File: config.mk
export PLATFORM = sky130hd
export DESIGN_NAME = i2c_target
export DESIGN_NICKNAME = d
export VERILOG_FILES = /design/src/rtl/i2c_target.sv
export SDC_FILE = /design/constraint.sdc
export NUM_CORES = 1
export LEC_CHECK = 0
export CAP_MARGIN = 20
export CORE_MARGIN = 1
export CORE_UTILIZATION = 30
export DETAILED_ROUTE_END_ITERATION = 6
export PLACE_DENSITY_LB_ADDON = 0.08
export SLEW_MARGIN = 20
export SYNTH_ARGS = -nofsm -noshare
export SYNTH_HDL_FRONTEND = slang
export SYNTH_SLANG_ARGS = --single-unit
File: constraint.sdc
create_clock -name clk -period 5.6 [get_ports clk]
set_input_delay 1.68 -clock clk [delete_from_list [all_inputs] [get_ports clk]]
set_output_delay 1.68 -clock clk [all_outputs]
set_load 0.01 [all_outputs]
File: src/rtl/i2c_target.sv
// Write-only I2C target receiver.
// Conditions the pad-level SCL/SDA lines, detects START/STOP, matches a 7-bit
// write address, ACKs the address and the first two data bytes, and presents
// the two data bytes with a one-cycle valid strobe when a STOP closes a
// complete two-byte transfer.
module i2c_target #(
  parameter logic [6:0] ADDR   = 7'h11,
  parameter int         FILTER = 3
) (
  input  logic            clk,
  input  logic            reset_n,
  input  logic            SCL,
  input  logic            SDA,
  output logic            SDA_oe,
  output logic [1:0][7:0] rdata,
  output logic            valid,
  output logic            busy
);

  localparam int CW = (FILTER > 1) ? $clog2(FILTER) : 1;

  typedef enum logic [2:0] {
    ST_IDLE     = 3'd0,
    ST_ADDR     = 3'd1,
    ST_ADDR_ACK = 3'd2,
    ST_DATA     = 3'd3,
    ST_DATA_ACK = 3'd4,
    ST_IGNORE   = 3'd5
  } state_t;

  logic          scl_s1_r, scl_s2_r, sda_s1_r, sda_s2_r;
  logic          scl_f_r, sda_f_r, scl_p_r, sda_p_r;
  logic [CW-1:0] scl_cnt_r, sda_cnt_r;
  logic          scl_rise_s, scl_fall_s, start_s, stop_s;

  state_t          state_r, state_n;
  logic [3:0]      bit_cnt_r, bit_cnt_n;
  logic [1:0]      byte_cnt_r, byte_cnt_n;
  logic [7:0]      shift_r, shift_n;
  logic [1:0][7:0] hold_r, hold_n;
  logic [1:0][7:0] rdata_r, rdata_n;
  logic            sda_oe_r, sda_oe_n;
  logic            valid_r, valid_n;
  logic            busy_r, busy_n;

  // Two-flop synchronizers; idle bus level is high on both lines.
  always_ff @(posedge clk or negedge reset_n) begin
    if (!reset_n) begin
      scl_s1_r <= 1'b1;
      scl_s2_r <= 1'b1;
      sda_s1_r <= 1'b1;
      sda_s2_r <= 1'b1;
    end else begin
      scl_s1_r <= SCL;
      scl_s2_r <= scl_s1_r;
      sda_s1_r <= SDA;
      sda_s2_r <= sda_s1_r;
    end
  end

  // SCL stability filter: level follows only after FILTER differing samples in a row.
  always_ff @(posedge clk or negedge reset_n) begin
    if (!reset_n) begin
      scl_f_r   <= 1'b1;
      scl_cnt_r <= '0;
    end else if (scl_s2_r == scl_f_r) begin
      scl_cnt_r <= '0;
    end else if (scl_cnt_r == CW'(FILTER - 1)) begin
      scl_f_r   <= scl_s2_r;
      scl_cnt_r <= '0;
    end else begin
      scl_cnt_r <= scl_cnt_r + CW'(1);
    end
  end

  // SDA stability filter, identical to the SCL one.
  always_ff @(posedge clk or negedge reset_n) begin
    if (!reset_n) begin
      sda_f_r   <= 1'b1;
      sda_cnt_r <= '0;
    end else if (sda_s2_r == sda_f_r) begin
      sda_cnt_r <= '0;
    end else if (sda_cnt_r == CW'(FILTER - 1)) begin
      sda_f_r   <= sda_s2_r;
      sda_cnt_r <= '0;
    end else begin
      sda_cnt_r <= sda_cnt_r + CW'(1);
    end
  end

  // Previous filtered levels for edge and bus-condition detection.
  always_ff @(posedge clk or negedge reset_n) begin
    if (!reset_n) begin
      scl_p_r <= 1'b1;
      sda_p_r <= 1'b1;
    end else begin
      scl_p_r <= scl_f_r;
      sda_p_r <= sda_f_r;
    end
  end

  // SCL must be high in both samples so an SDA change coinciding with an SCL edge is not a START/STOP.
  assign scl_rise_s = scl_f_r & ~scl_p_r;
  assign scl_fall_s = ~scl_f_r & scl_p_r;
  assign start_s    = sda_p_r & ~sda_f_r & scl_f_r & scl_p_r;
  assign stop_s     = ~sda_p_r & sda_f_r & scl_f_r & scl_p_r;

  // Protocol FSM next-state and datapath: START/STOP override every state.
  always_comb begin
    state_n    = state_r;
    bit_cnt_n  = bit_cnt_r;
    byte_cnt_n = byte_cnt_r;
    shift_n    = shift_r;
    hold_n     = hold_r;
    rdata_n    = rdata_r;
    sda_oe_n   = sda_oe_r;
    valid_n    = 1'b0;
    busy_n     = busy_r;
    if (start_s) begin
      state_n    = ST_ADDR;
      bit_cnt_n  = 4'd0;
      byte_cnt_n = 2'd0;
      busy_n     = 1'b1;
      sda_oe_n   = 1'b0;
    end else if (stop_s) begin
      state_n   = ST_IDLE;
      bit_cnt_n = 4'd0;
      busy_n    = 1'b0;
      sda_oe_n  = 1'b0;
      if (byte_cnt_r == 2'd2) begin
        rdata_n = hold_r;
        valid_n = 1'b1;
      end else begin
        rdata_n = rdata_r;
      end
    end else begin
      case (state_r)
        ST_ADDR: begin
          if (scl_rise_s && (bit_cnt_r < 4'd8)) begin
            shift_n   = {shift_r[6:0], sda_f_r};
            bit_cnt_n = bit_cnt_r + 4'd1;
          end else if (scl_fall_s && (bit_cnt_r == 4'd8)) begin
            if ((shift_r[7:1] == ADDR) && !shift_r[0]) begin
              sda_oe_n = 1'b1;
              state_n  = ST_ADDR_ACK;
            end else begin
              state_n = ST_IGNORE;
            end
          end else begin
            shift_n = shift_r;
          end
        end
        ST_DATA: begin
          if (scl_rise_s && (bit_cnt_r < 4'd8)) begin
            shift_n   = {shift_r[6:0], sda_f_r};
            bit_cnt_n = bit_cnt_r + 4'd1;
          end else if (scl_fall_s && (bit_cnt_r == 4'd8)) begin
            if (byte_cnt_r == 2'd0) begin
              hold_n[1]  = shift_r;
              byte_cnt_n = 2'd1;
              sda_oe_n   = 1'b1;
              state_n    = ST_DATA_ACK;
            end else if (byte_cnt_r == 2'd1) begin
              hold_n[0]  = shift_r;
              byte_cnt_n = 2'd2;
              sda_oe_n   = 1'b1;
              state_n    = ST_DATA_ACK;
            end else begin
              // Third byte: NACK it and poison the count so STOP gives no strobe.
              byte_cnt_n = 2'd3;
              state_n    = ST_IGNORE;
            end
          end else begin
            shift_n = shift_r;
          end
        end
        ST_ADDR_ACK, ST_DATA_ACK: begin
          if (scl_fall_s) begin
            sda_oe_n  = 1'b0;
            bit_cnt_n = 4'd0;
            state_n   = ST_DATA;
          end else begin
            sda_oe_n = 1'b1;
          end
        end
        ST_IGNORE: begin
          sda_oe_n = 1'b0;
        end
        ST_IDLE: begin
          sda_oe_n = 1'b0;
        end
        default: begin
          state_n  = ST_IDLE;
          sda_oe_n = 1'b0;
        end
      endcase
    end
  end

  // FSM state and datapath registers; all outputs come straight from here.
  always_ff @(posedge clk or negedge reset_n) begin
    if (!reset_n) begin
      state_r    <= ST_IDLE;
      bit_cnt_r  <= 4'd0;
      byte_cnt_r <= 2'd0;
      shift_r    <= 8'h00;
      hold_r     <= '0;
      rdata_r    <= '0;
      sda_oe_r   <= 1'b0;
      valid_r    <= 1'b0;
      busy_r     <= 1'b0;
    end else begin
      state_r    <= state_n;
      bit_cnt_r  <= bit_cnt_n;
      byte_cnt_r <= byte_cnt_n;
      shift_r    <= shift_n;
      hold_r     <= hold_n;
      rdata_r    <= rdata_n;
      sda_oe_r   <= sda_oe_n;
      valid_r    <= valid_n;
      busy_r     <= busy_n;
    end
  end

  assign SDA_oe = sda_oe_r;
  assign rdata  = rdata_r;
  assign valid  = valid_r;
  assign busy   = busy_r;

endmodule
==> summary.md <==
| Metric | Value |
|---|---|
| Status | finished, final reports clean |
| LEAKAGE | 0.001485 uW |
| VDD IR-drop max | 0.1341 mV |
| Max frequency | roughly 340 MHz |
| Post-layout min period | 2.908 ns |
| Critical-path cell list | clkdlybuf4s50_1 |
| DRT iter0 DRCs | 69 |
| DP HPWL | 3.405 mm |
| Arrival @ worst endpoint | approximately 1.2 ns |
| Fraction of layout cells with a size suffix above 1 | 0.2934 |
| Critical path class | reg2out |
| Synth Area per Inst | 12.87 um2 |
| Worst-path fanout max | 2 |
| Synth Cell Area | 2716 um2 |
| Yosys warnings | 0 |
| Yosys reg bits | 64 |
| Routed len/inst | 14.64 um |
| Worst-Margin Slew | 0.7738 ns |
| Clk Latency, worst-skew pair | 0.34 ns |
| Worst hold path type | reg2reg |
| First-pass DRT Iterations | 6 |
| GP Congestion | 0.7546 |
| Slew HR | 0.4822 |
| Library cells used by synthesis | 47 |
| Reg clk slew, reported paths | approximately 0.080 ns |
| Crit end category | output port |
| CTS Hold Bufs | 0 |
| Syn Nets | 217 |
| Slowest cell on the critical path | clkdlybuf4s50_1 |
| M1 WL | 2.547 mm |
| Final Cycle Share | 0.5193 |
| Top cell family by delay on the critical path | buffers and inverters |
| Row cnt | 34 |
| CTS tree | done |
| Root buf cell | clkbuf_8 |
| Initial antenna violation count | 0 |
| Global-route wire length before repair | 8.542 mm |
| Layout fillers | around 890 |
| Post-CTS Setup Repair Bufs | 0 |
| Hold Startpoint | scl_s1_r$_DFF_PN1_ |
| Required @ worst endpoint | roughly 4 ns |
| FF-to-FF Start | scl_p_r$_DFF_PN1_ |
| Pwr/cell area | 419.3 nW/um2 |
| Routed wl met3 | approximately 110 um |
| Final setup viols | 0 |
| Clock buffer count from CTS | 9 |
| Mapped Cells | ~210 |
| Nets | 243 |
| GRT Residual Overflow | 0 |
| Worst setup path startpoint | rdata[9]$_DFFE_PN0P_ |
| Die area | 9439 um2 |
| Ports | 23 |
| Highest metal used | met4 |
| Worst hold slack | 0.3482 ns |
| Inserted Diodes | 0 |
| Post-synth ARST share | 1.000 |
| Synth area leader | dfrtp_1 |
| Post-Route Skew | 0.01079 ns |
| CTS Buffer Depth | 2 |
| Via count | between 1500 and 2000 |
| Post-CTS sizing | 0 |
| Port Buffers | 22 |
| # Max-Cap Violations | 0 |
| Post-DR vias/cell | about 4.8 |
| Yosys top cell area share | 0.5159 |
| CP bufs+invs | 1 |
| H-Tree Depth | 3 |
| Sequential area share after synthesis | 0.5933 |
| Met2 wire len | 2.371 mm |
| RSZ-0062 raised after global routing | no |
| Drt drc | 0 |
| Pin count of the biggest net entering global routing | 34 |
| Synthesis-to-layout area growth | 18.75% |
| Tot GR Track Use | 0.1184 |
| Die W | approximately 97 um |
| DRT antenna net count | 0 |
| Clk sinks | 64 |
| Setup_tns | 0 ns |
| Core area | around 8800 um2 |
| Vias in the first global route | 1678 |
| EDFF count, synth | 0 |
| Synth area leaders | dfrtp_1 52%, mux2_2 15%, dfstp_2 7.7% |
| Vert. Die Dim | 97.16 um |
| Fin. max-slew vios | 0 |
| Hold Fails Final Rpt | 0 |
| Crit path largest cell delay | 0.54 ns |
| Main flop type after synthesis | dfrtp_1 |
| Initial Util | 0.3100 |
| Startpoint Class | flop |
| Final WL | slightly above 5 mm |
## cells in the mapped netlist, types with 3 or more instances
| cell | number |
|---|---|
| mux2_2 | 36 |
| dfstp_2 | 8 |
| buf_2 | 4 |
| a21oi_1 | 5 |
| nor3_1 | 5 |
| o21ai_0 | 4 |
| nor2b_1 | 6 |
| nand2b_1 | 4 |
| dfrtp_1 | 56 |
| nand3_1 | 5 |
| nand2_1 | 28 |
| nor3b_1 | 3 |
| nor2_1 | 3 |
## flip-flops by register name, summed over array words and instances (netlist names)
signal,count
byte_cnt_r,2
sda_s1_r,1
scl_p_r,1
sda_p_r,1
hold_r,16
scl_f_r,1
state_r,3
sda_cnt_r,2
bit_cnt_r,4
sda_s2_r,1
shift_r,8
busy,1
scl_s2_r,1
sda_f_r,1
valid,1
scl_s1_r,1
scl_cnt_r,2
rdata,16
SDA_oe,1
## stage by stage
stage	utilization	setup slack [ns]	power, uW	instance area [um2]	cells
floorplan	-	3.535	883.1	2716	211
global placement	0.3447	2.813	962.8	3020	334
detailed placement	0.3447	2.823	963.1	3020	334
CTS	0.3681	2.654	1380	3226	350
global route	0.3681	2.624	1451	3226	350
finish	0.3681	2.692	1352	3226	350
## where the power goes
group	switching, uW	internal [uW]	total (uW)
logic	144	145	289
clock network	185	219	404
registers	112	548	660
## path summary, 6_finish.rpt
path / depth (start not counted) / to / slack (ns)
worst max register to register: 4 / hold_r[15]$_DFFE_PN0P_ / 3.27
worst min register to register: 0 / scl_s2_r$_DFF_PN1_ / 0.35
max in group asynchronous: 2 / hold_r[8]$_DFFE_PN0P_ / 3.28
min in group asynchronous: 1 / scl_cnt_r[1]$_DFF_PN0_ / 1.41
worst max-delay path: 1 / rdata[9] / 2.69
worst min-delay path: 0 / scl_s2_r$_DFF_PN1_ / 0.35
## cells by family after synthesis
kind of cell / after synthesis / share of synthesized area
AND/OR/NAND/NOR: 69 / 0.1428
multiplexers: 37 / 0.1529
adder cells (fa/ha/maj): 2 / 0.009211
flip-flops: 64 / 0.5933
AO/OA/AOI/OAI: 24 / 0.06357
buffers and inverters: 11 / 0.02533
XOR/XNOR: 4 / 0.01290
## cell type report
class | count | area (um2) | share of cell area
sequential | 64 | 1612 | 0.4996
multi-input combinational | 136 | 1036 | 0.3212
timing repair buffer | 24 | 230.2 | 0.07137
clock buffer | 10 | 137.6 | 0.04267
tap | 108 | 135.1 | 0.04189
clock inverter | 6 | 67.56 | 0.02095
inverter | 2 | 7.507 | 0.002327
## layer usage
layer / up-vias / track usage
li1: 804 / -
met5: - / 0
met4: 0 / 0.06889
met1: 845 / 0.1613
met3: 6 / 0.02590
met2: 22 / 0.1728
## cell usage in the layout (no fill, tap or decap), types with 3 or more instances in the layout
cell type        instances
nor2b_1                  6
dfstp_2                  8
nand2_1                 28
mux2_2                  36
clkbuf_8                10
nor3_1                   5
dfrtp_1                 56
clkdlybuf4s50_1         21
nor3b_1                  3
nand3_1                  5
nor2_1                   3
nand2b_1                 4
a21oi_1                  5
o21ai_0                  4
## worst reg2reg max path, stage by stage, from the launching register on
cell and delay [ns]:
dfstp_2 0.62, nand2b_1 0.17, nor4_2 0.37, nor2b_1 0.64
mux2_2 0.41
Power figures use the tool's default switching activity.
